### config.mk
export PLATFORM = sky130hd
export DESIGN_NAME = jk_ff_bank
export DESIGN_NICKNAME = d
export VERILOG_FILES = /design/src/rtl/jk_ff_bank.sv
export SDC_FILE = /design/constraint.sdc
export NUM_CORES = 1
export LEC_CHECK = 0
export CORE_MARGIN = 3
export CORE_UTILIZATION = 25
export DETAILED_ROUTE_END_ITERATION = 8
export PLACE_DENSITY = 0.47
export SKIP_CTS_REPAIR_TIMING = 1
export SYNTH_ARGS = -nofsm -noshare
export SYNTH_HDL_FRONTEND = slang
export SYNTH_SLANG_ARGS = --single-unit
export TNS_END_PERCENT = 10
### constraint.sdc
create_clock -name clk -period 5.7 [get_ports clk]
set_clock_uncertainty 0.15 [all_clocks]
set_input_delay 1.14 -clock clk [delete_from_list [all_inputs] [get_ports clk]]
set_output_delay 1.14 -clock clk [all_outputs]
set_load 0.05 [all_outputs]
### src/rtl/jk_ff_bank.sv
// -----------------------------------------------------------------------------
// jk_ff_bank
//   A WIDTH-channel bank of edge-triggered flip-flops. A run-time mode picks
//   JK, T, D or SR behaviour for every channel. The bank also provides a clock
//   enable, a synchronous parallel load, per-bit change pulses, a saturating
//   flip counter and a sticky SR-conflict flag.
//
// Parameters
//   WIDTH      number of flip-flop channels (1..64)
//   RESET_VAL  value of Q while areset is high
//   CNT_W      width of the flip counter (2..32)
//
// Ports
//   clk          rising-edge clock
//   areset       asynchronous active-high reset
//   en           enables mode-driven updates
//   mode         00=JK, 01=T, 10=D, 11=SR
//   j, k         per-channel inputs; their meaning depends on mode
//   load         synchronous parallel load, overrides en and mode
//   load_val     value written by load
//   clr_stats    synchronous clear of flip_cnt and sr_conflict
//   Q            flip-flop state
//   changed      one-cycle pulse on every bit that changed at the last edge
//   flip_cnt     saturating count of bit flips
//   sr_conflict  sticky flag: S=R=1 was seen in SR mode while enabled
// -----------------------------------------------------------------------------
module jk_ff_bank #(
    parameter int               WIDTH     = 8,
    parameter logic [WIDTH-1:0] RESET_VAL = '0,
    parameter int               CNT_W     = 16
) (
    input  logic             clk,
    input  logic             areset,
    input  logic             en,
    input  logic [1:0]       mode,
    input  logic [WIDTH-1:0] j,
    input  logic [WIDTH-1:0] k,
    input  logic             load,
    input  logic [WIDTH-1:0] load_val,
    input  logic             clr_stats,
    output logic [WIDTH-1:0] Q,
    output logic [WIDTH-1:0] changed,
    output logic [CNT_W-1:0] flip_cnt,
    output logic             sr_conflict
);

    localparam logic [1:0] MODE_JK = 2'b00;
    localparam logic [1:0] MODE_T  = 2'b01;
    localparam logic [1:0] MODE_D  = 2'b10;
    localparam logic [1:0] MODE_SR = 2'b11;

    localparam int PC_W = $clog2(WIDTH + 1);
    // The sum is made wide enough for either operand plus a carry, so a full
    // popcount added to a narrow counter cannot wrap before saturation.
    localparam int SUM_W = ((CNT_W > PC_W) ? CNT_W : PC_W) + 1;
    localparam logic [SUM_W-1:0] CNT_MAX = {{(SUM_W - CNT_W){1'b0}}, {CNT_W{1'b1}}};

    logic [WIDTH-1:0] q_q, q_d;
    logic [WIDTH-1:0] changed_q, changed_d;
    logic [CNT_W-1:0] flip_cnt_q, flip_cnt_d;
    logic             sr_conflict_q, sr_conflict_d;

    logic [WIDTH-1:0] mode_next;
    logic [PC_W-1:0]  pop_cnt;
    logic [SUM_W-1:0] cnt_sum;
    logic             conflict_now;

    // Next state of one channel under the mode-driven rules.
    function automatic logic bit_next(input logic [1:0] md, input logic jb,
                                      input logic kb, input logic qb);
        logic nb;
        nb = qb;
        case (md)
            MODE_JK: begin
                case ({jb, kb})
                    2'b01:   nb = 1'b0;
                    2'b10:   nb = 1'b1;
                    2'b11:   nb = ~qb;
                    default: nb = qb;
                endcase
            end
            MODE_T:  nb = jb ? ~qb : qb;
            MODE_D:  nb = jb;
            // S=R=1 holds the bit; the conflict is flagged separately.
            default: begin
                case ({jb, kb})
                    2'b10:   nb = 1'b1;
                    2'b01:   nb = 1'b0;
                    default: nb = qb;
                endcase
            end
        endcase
        return nb;
    endfunction

    generate
        for (genvar gi = 0; gi < WIDTH; gi++) begin : g_bit
            assign mode_next[gi] = bit_next(mode, j[gi], k[gi], q_q[gi]);
        end
    endgenerate

    assign conflict_now = (mode == MODE_SR) && (|(j & k));

    always_comb begin
        q_d = q_q;
        if (load) begin
            q_d = load_val;
        end else if (en) begin
            q_d = mode_next;
        end

        changed_d = q_d ^ q_q;

        pop_cnt = '0;
        for (int i = 0; i < WIDTH; i++) begin
            pop_cnt = pop_cnt + PC_W'(changed_d[i]);
        end

        // clr_stats clears first, then this edge's flips are accumulated.
        cnt_sum = (clr_stats ? '0 : SUM_W'(flip_cnt_q)) + SUM_W'(pop_cnt);
        if (cnt_sum > CNT_MAX) begin
            flip_cnt_d = CNT_MAX[CNT_W-1:0];
        end else begin
            flip_cnt_d = cnt_sum[CNT_W-1:0];
        end

        // A new conflict wins over a simultaneous clear.
        sr_conflict_d = (!load && en && conflict_now) || (sr_conflict_q && !clr_stats);
    end

    always_ff @(posedge clk or posedge areset) begin
        if (areset) begin
            q_q           <= RESET_VAL;
            changed_q     <= '0;
            flip_cnt_q    <= '0;
            sr_conflict_q <= 1'b0;
        end else begin
            q_q           <= q_d;
            changed_q     <= changed_d;
            flip_cnt_q    <= flip_cnt_d;
            sr_conflict_q <= sr_conflict_d;
        end
    end

    assign Q           = q_q;
    assign changed     = changed_q;
    assign flip_cnt    = flip_cnt_q;
    assign sr_conflict = sr_conflict_q;

endmodule

==> flow_summary.toml <==
[status]
outcome = "complete, no violations"

[power]
switching_share_pct = 41.71
ir_drop_v = 0.0001786
power_frac_seq_pct = 29.6
p_leak_nw = 1.684
p_clk_share_pct = 17.2
internal_power_mw = 0.5796
finalPower_mw = 0.9943
p_sw_mw = 0.4148
p_comb_share_pct = 53.2
p_per_area_nw_per_um2 = 257.9

[clock_tree]
cts_sinks = 33
cts_tree = "built"
cts_buffer_depth = 2
worstSkewPairLatency_ns = 0.28
root_buffer = "clkbuf_8"
cts_htree_levels = 2
clk_pin_slew_ns = 0.07
cts_buffers = 5

[timing]
holdWs_ns = 0.4052
setup_ws_ns = 0.1898
final-setup-viol-count = 0
post-route-period-util_pct = 96.67
tightest_slew_ns = 0.5183
slew_headroom_pct = 65.34
fin_tns_setup_ns = 0
period_minus_slack_ns = 5.510
finalHoldViolCount = 0
fmax_mhz = 181.5
finalMaxSlewViolations = 0

[synth]
ys_types = 48
async_flop_share_pct = 100.0
synth-seq-cells = 33
syn_nets = 361
syn_inst = 303
synth_ff_type = "dfrtp_1"
ys_seq_area_share_pct = 31.13
synth_area_per_cell_sq_um = 8.754
yosys_warnings = 0
synth_edf_count = 0
syn-cell-area_sq_um = 2653

[worst_setup_path]
path_cells = "dlymetal6s2s_1 -> buf_4 -> o32ai_2 -> nor4_2 -> and2_1 -> o31a_1 -> fa_1 -> inv_2 -> fa_1 -> inv_2 -> fa_1 -> fa_2 -> fa_2 -> nand2b_4 -> a21oi_4 -> nand4_2 -> and2_4 -> a311oi_2"
worst_setup_path_end_kind = "register"
critPathKind = "input port to register"
cpMaxStageDelayCell = "fa_1"
worstPathArrival_ns = 5.55
cpPeakStageDelay_ns = 0.55
start_kind = "input port"
critPathRequiredTime_ns = 5.74
crit_path_max_fanout = 5
crit_path_frequent_cell = "fa_1"

[detailed_routing]
viasPerCell = 4.675
wirelength_mm = 7.287
dr.pass1.iters = 4
first_iter_violations = 70
detail_route.wl_per_cell_microns = 13.93
drc_errors = 0
postRouteAntennaNets = 0
vias = 2445

[place]
pre_cts_ws_ns = -0.5999
place_hpwl_mm = 5.851
place_area_sq_um = 3664
dp.cells = 514
portBuffers = 63
gp_congestion = 0.7995

[die]
design.portCount = 64
die_w_microns = 109.0
core_sq_um = 10040
dieArea_sq_um = 11880
num_rows = 36
start_util_pct = 26.41
dieHeight_microns = 109.0

[finish]
final_cells = 523
layout.nets = 447
ff_latch_area_sq_um = 825.8
design_area_sq_um = 3855
final_util_pct = 38.38
diodes = 0
area_growth_pct = 45.33
multi_input_area_sq_um = 1810
fill_cells = 1056
drive_gt1_share_pct = 20.77

[grt]
antenna_found_initial = 0
grt.total_usage_pct = 12.56
grt_max_degree = 34
use_met1_pct = 17.17
grt_pass1_wl_mm = 12.02
grt_pass1_vias = 2472
grt-busiest-layer = "met2"
gr-total-overflow = 0
use_met2_pct = 20.61
use_met3_pct = 1.895

[worst_hold_path]
hold_class = "register to register"

[run]
max_cap_viol_count = 0
-- layer usage --
layer / up-vias / routed length [microns]
met5: - / 0
met4: 0 / 75
met3: 5 / 341
met2: 57 / 3412
met1: 1129 / 3458
li1: 1254 / -
-- critical path, delay by kind of cell --
family / cells / cell delay (ns)
adder cells (fa/ha/maj): 5 / 2.26
AND/OR/NAND/NOR: 5 / 0.72
AO/OA/AOI/OAI: 4 / 0.97
buffers and inverters: 4 / 0.45
-- path summary, 6_finish.rpt --
| check | start | endpoint | slack, ns | cells after the start |
|---|---|---|---|---|
| max | mode[1] | flip_cnt[13] | 0.19 | 18 |
| min | sr_conflict | sr_conflict | 0.41 | 2 |
| max reg2reg | Q[0] | flip_cnt[13] | 0.90 | 16 |
| min reg2reg | sr_conflict | sr_conflict | 0.41 | 2 |
| max in group asynchronous | areset | Q[2] | 3.98 | 3 |
| min in group asynchronous | areset | flip_cnt[12] | 1.11 | 3 |
-- sequential cells by signal (all words and copies together) (netlist names) --
| signal | count |
|---|---|
| Q | 8 |
| changed | 8 |
| flip_cnt | 16 |
| sr_conflict | 1 |
-- power groups by stage --
stage	clock network [mW]	logic, mW	registers, mW
after CTS	0.178	0.525	0.295
after global placement	0	0.517	0.300
after global routing	0.187	0.584	0.300
after floorplan	0	0.249	0.391
final	0.171	0.529	0.295
after detailed placement	0	0.524	0.299
-- area by class of cell --
type | instances | share of cell area (%)
clock buffers | 6 | 1.883
clock inverters | 2 | 0.2597
multi-input cells | 231 | 46.97
well taps | 133 | 4.317
repair buffers | 100 | 23.40
inverters | 18 | 1.753
flip-flops and latches | 33 | 21.42
-- cell usage after synthesis (all sizes together), types with 2 or more instances --
cell type	count	share of area, %
o32ai	7	2.3
ha	22	10
clkbuf	17	2.5
xor2	14	4.6
and2	7	1.7
nand4	2	0.71
nor2b	12	2.8
mux2	3	1.4
nor3b	5	1.4
fa	5	3.8
nor3	3	0.57
nand2b	7	1.7
a21oi	17	3.3
xnor2	3	0.99
o22ai	7	1.7
nand2	37	5.2
nand3	3	0.57
nor4	8	1.9
o21a	2	0.57
o31ai	6	1.9
and3	4	0.94
buf	4	0.99
o31a	5	1.7
nor2	5	0.71
or2	2	0.47
inv	18	2.5
o21ai	22	4.2
a211oi	12	3.4
dfrtp	33	31
-- layout by cell type (no fill, tap or decap), drive strengths merged, types with 10 or more instances in the layout --
| cell type | netlist | routed |
|---|---|---|
| buf | 4 | 37 |
| xor2 | 14 | 14 |
| nand2 | 37 | 37 |
| clkbuf | 17 | 10 |
| inv | 18 | 18 |
| a211oi | 12 | 12 |
| a21oi | 17 | 17 |
| o21ai | 22 | 22 |
| dfrtp | 33 | 33 |
| clkdlybuf4s50 | 0 | 55 |
| ha | 22 | 22 |
| nor2b | 12 | 12 |
-- cells by family after synthesis --
logic type,synth area share (%)
and+or+nand+nor,19.58
adders and majority gates,14.15
AOI/OAI and AO/OA,20.90
muxes,2.641
xor gates and xnor gates,5.613
buffers and inverters,5.990
DFF,31.13
Note: power is estimated with default switching activity, not from simulation.
==> variant 1: new RTL, config.mk and constraints unchanged <==
The parameter `WIDTH` goes from 8 to 16.
--- a/src/rtl/jk_ff_bank.sv
+++ b/src/rtl/jk_ff_bank.sv
@@ -25,7 +25,7 @@
 //   sr_conflict  sticky flag: S=R=1 was seen in SR mode while enabled
 // -----------------------------------------------------------------------------
 module jk_ff_bank #(
-    parameter int               WIDTH     = 8,
+    parameter int               WIDTH     = 16,
     parameter logic [WIDTH-1:0] RESET_VAL = '0,
     parameter int               CNT_W     = 16
 ) (
Interface: changed (5 resized); port bits go from 64 to 104. No check against the original RTL was run, so the function may have changed too.
==> variant 1 against the original RTL <==
  * The flow now finishes with violations (setup timing)
  * Synthesized cell count is 62% higher
  * Cell count increased by 70%
  * Hold slack worse by 18 ps
  * Routed wire length rose by 99%
  * Count of clock-buffer cells in the layout fell by 1
  * Non-clock buffer count is 96 higher
  * Setup slack worse by 770 ps
  * Clock power grew 89%
  * Sequential cell count grew 16
  * Critical path depth up 3
  * Cell area up 76%
  * Total power grew 110%
  * Synthesized area is 70% higher
  * Largest cell class unchanged
==> variant 1: results (changes against the original RTL) <==
* Footprint of the multi-input gates at 3160 um2 (was 1810 um2)
* Routed length on met3 at 629 um (was 341 um)
* CTS Root Cell: clkbuf_16 (was clkbuf_8)
* Multi-input comb cells at 366 (was 231)
* Vias in the first global route at 4378 (was 2472)
* Relative slew margins at 52.5% (was 65.3%)
* Met2 Use GR at 23.3% (was 20.6%)
* Logic pwr share at 62.8% (was 53.2%)
* CP arrival at 6330 ps (was 5550 ps)
* DR WL/cell at 16.3 um (was 13.9 um)
* I/O Buffers at 103 (was 63)
* Peak VDD IR at 0.000242 V (was 0.000179 V)
* Power in sequential cells at 0.000460 W (was 0.000295 W)
* FF+latch count, synth at 49 (was 33)
* Worst setup slack after layout at -580 ps (was 190 ps)
* Synth Area in Compound Gates at 24.7% (was 20.9%)
* Inst Count DP at 870 (was 514)
* Run status: finished, violations left (was complete, no violations)
* Met1 Use GR at 19.5% (was 17.2%)
* Synth Area per Inst at 9.19 um2 (was 8.75 um2)
* Synth unique cells at 52 (was 48)
* Starting DRC count in detailed routing at 119 (was 70)
* Largest net degree at the start of global routing at 50 (was 34)
* Filler instances at 1745 (was 1056)
* Setup Slack @ Placement at -1400 ps (was -600 ps)
* Mux share of post-synthesis cell area at 3.41% (was 2.64%)
* Initial antenna violation count at 1 (was 0)
* Violated checks: setup timing
* Layout cell share with drive strength beyond 1 at 30.5% (was 20.8%)
* Final setup vio count at 16 (was 0)
## variant 1: changes by cell type in the layout (fill, tap and decap cells not counted), moves of 10 or more
cell	change
clkdlybuf4s50_1	+27
a21oi_1	+11
o21ai_0	+23
dfrtp_1	+16
nand3b_1	+10
a221oi_2	+10
ha_1	+13
inv_1	+18
o21ai_2	+10
buf_4	+50
## variant 1: final timing paths
kind	end	start	depth (start not counted)	slack (ps)
max in group asynchronous	Q[13]$_DFF_PP0_	areset	3	3740
worst min register to register	flip_cnt[13]$_DFF_PP0_	flip_cnt[11]$_DFF_PP0_	1	390
worst min-delay path	flip_cnt[13]$_DFF_PP0_	flip_cnt[11]$_DFF_PP0_	1	390
min in group asynchronous	flip_cnt[14]$_DFF_PP0_	areset	3	1190
worst max-delay path	flip_cnt[10]$_DFF_PP0_	k[0]	21	-580
worst max register to register	flip_cnt[10]$_DFF_PP0_	Q[0]$_DFF_PP0_	18	90
==> variant 2: new RTL, same settings <==
Made on the original files. The output `changed` loses its register stage (`changed_q` becomes a continuous assignment).
--- a/src/rtl/jk_ff_bank.sv
+++ b/src/rtl/jk_ff_bank.sv
@@ -131,16 +131,16 @@
     always_ff @(posedge clk or posedge areset) begin
         if (areset) begin
             q_q           <= RESET_VAL;
-            changed_q     <= '0;
             flip_cnt_q    <= '0;
             sr_conflict_q <= 1'b0;
         end else begin
             q_q           <= q_d;
-            changed_q     <= changed_d;
             flip_cnt_q    <= flip_cnt_d;
             sr_conflict_q <= sr_conflict_d;
         end
     end
+
+    assign changed_q = changed_d;
 
     assign Q           = q_q;
     assign changed     = changed_q;
Function: changed (Yosys sat finds a counterexample within 4 cycles, from zero or initial values and one cycle with areset high).
==> variant 2 against the original RTL <==
  * Setup slack lost 41 ps
  * Cell count shrank 0.38%
  * Cell area shrank 1.8%
  * Sequential power shrank 22%
  * Non-clock buffer count grew 14
  * Sequential cell count shrank 8
  * Synthesized area shrank 7.5%
  * Total power shrank 10%
  * Routed wire length grew 4.7%
  * Utilization grew 2.0 points
  * Critical endpoint is now flip_cnt[14]$_DFF_PP0_
  * Largest cell class unchanged
  * Highest routed layer unchanged
==> variant 2: results (changes against the original RTL) <==
* Syn nets at 353 (was 361)
* Largest net degree at the start of global routing at 26 (was 34)
* Peak VDD IR at 0.000162 V (was 0.000179 V)
* Mux share of post-synthesis cell area at 2.86% (was 2.64%)
* R2R Path End: flip_cnt[14]$_DFF_PP0_ (was flip_cnt[13]$_DFF_PP0_)
* R2R Setup Slk at 830 ps (was 900 ps)
* Fin cells at 521 (was 523)
* Run status: complete, no violations (unchanged)
* Mapped Cells at 295 (was 303)
* Global-route wire length before repair at 11900 um (was 12000 um)
* DR vias at 2494 (was 2445)
* P_leak at 1.68 nW (about the same)
* Clock transition at the registers of the reported paths at 110 ps (was 70 ps)
* Fin area at 3790 um2 (was 3850 um2)
* DR WL/cell at 14.7 um (was 13.9 um)
* H-tree depth at 1 (was 2)
* Starting DRC count in detailed routing at 118 (was 70)
* Post-Synth XOR/XNOR Area at 6.07% (was 5.61%)
* CP arrival at 5580 ps (was 5550 ps)
* Nets at 451 (was 447)
* Filler instances at 981 (was 1056)
* Synth top area cells: dfrtp_1 26%, ha_1 11%, nand2_1 5.7% (was dfrtp_1 31%, ha_1 10%, nand2_1 5.2%)
* Total GRT Usage at 13.2% (was 12.6%)
* CP endpoint: flip_cnt[14]$_DFF_PP0_ (was flip_cnt[13]$_DFF_PP0_)
* Setup Slack @ Placement at -557 ps (was -600 ps)
* Routed length on met3 at 240 um (was 341 um)
* Layout cell share with drive strength beyond 1 at 25.3% (was 20.8%)
* Vias in the first global route at 2300 (was 2472)
* Placer Congestion at 0.817 (was 0.800)
* Met2 Wirelength at 3460 um (was 3410 um)
* Synth Area in Compound Gates at 22.6% (was 20.9%)
* Crit path from: j[0] (was mode[1])
* Met2 Use GR at 20.5% (was 20.6%)
* Seq/Total Area, Yosys at 25.5% (was 31.1%)
* Worst r2r path cells at 18 (was 16)
* CP max stage delay at 530 ps (was 550 ps)
* Synth top cells by count: 37 x nand2_1, 25 x dfrtp_1, 22 x ha_1 (was 37 x nand2_1, 33 x dfrtp_1, 22 x ha_1)
* Inst Count DP at 511 (was 514)
* Wire length on met1 at 3860 um (was 3460 um)
-- variant 2: cell types whose count changed in the layout (fill, tap and decap cells not counted), sizes merged, moves of 2 or more --
cell | unedited run | this run
dlymetal6s2s | 4 | 6
dfrtp | 33 | 25
buf | 37 | 57
clkdlybuf4s50 | 55 | 49
clkinv | 2 | 0
clkbuf | 10 | 5
-- variant 2: final cells by class --
cell class	count	area share (%)
multi-input combinational	231	49.2
timing repair buffer	114	26.9
sequential	25	16.5
tap	129	4.26
inverter	18	1.78
clock buffer	3	1.09
clock inverter	1	0.231
-- variant 2: how the worst min path moves through the flow --
stage	from	end	depth (start not counted)
global placement	sr_conflict$_DFF_PP0_	sr_conflict$_DFF_PP0_	2
floorplan	sr_conflict$_DFF_PP0_	sr_conflict$_DFF_PP0_	2
detailed placement	sr_conflict$_DFF_PP0_	sr_conflict$_DFF_PP0_	2
finish	sr_conflict$_DFF_PP0_	sr_conflict$_DFF_PP0_	2
global route	sr_conflict$_DFF_PP0_	sr_conflict$_DFF_PP0_	2
CTS	sr_conflict$_DFF_PP0_	sr_conflict$_DFF_PP0_	2
-- variant 2: cell families (layout without fill, tap and decap cells) --
group,count (synthesis),after routing
simple gates,98,98
compound gates,84,84
buf+inv,39,136
fa+ha+maj,27,27
flops,25,25
xor+xnor,17,17
mux,5,5
-- variant 2: through the flow --
step | setup TNS, ps | hold WS, ps
3_5_place_dp | -7380 | 391
6_report | 0 | 392
3_3_place_gp | -7260 | 389
4_1_cts | -2500 | 407
5_1_grt | -47.7 | 441
2_1_floorplan | 0 | 598
-- variant 2: power by group --
part           internal [W]  leakage [nW]  switching (W)  total [W]
Clock             0.0000515        0.0261      0.0000690   0.000121
Combinational      0.000240          1.33       0.000304   0.000543
Sequential         0.000202         0.326      0.0000290   0.000231
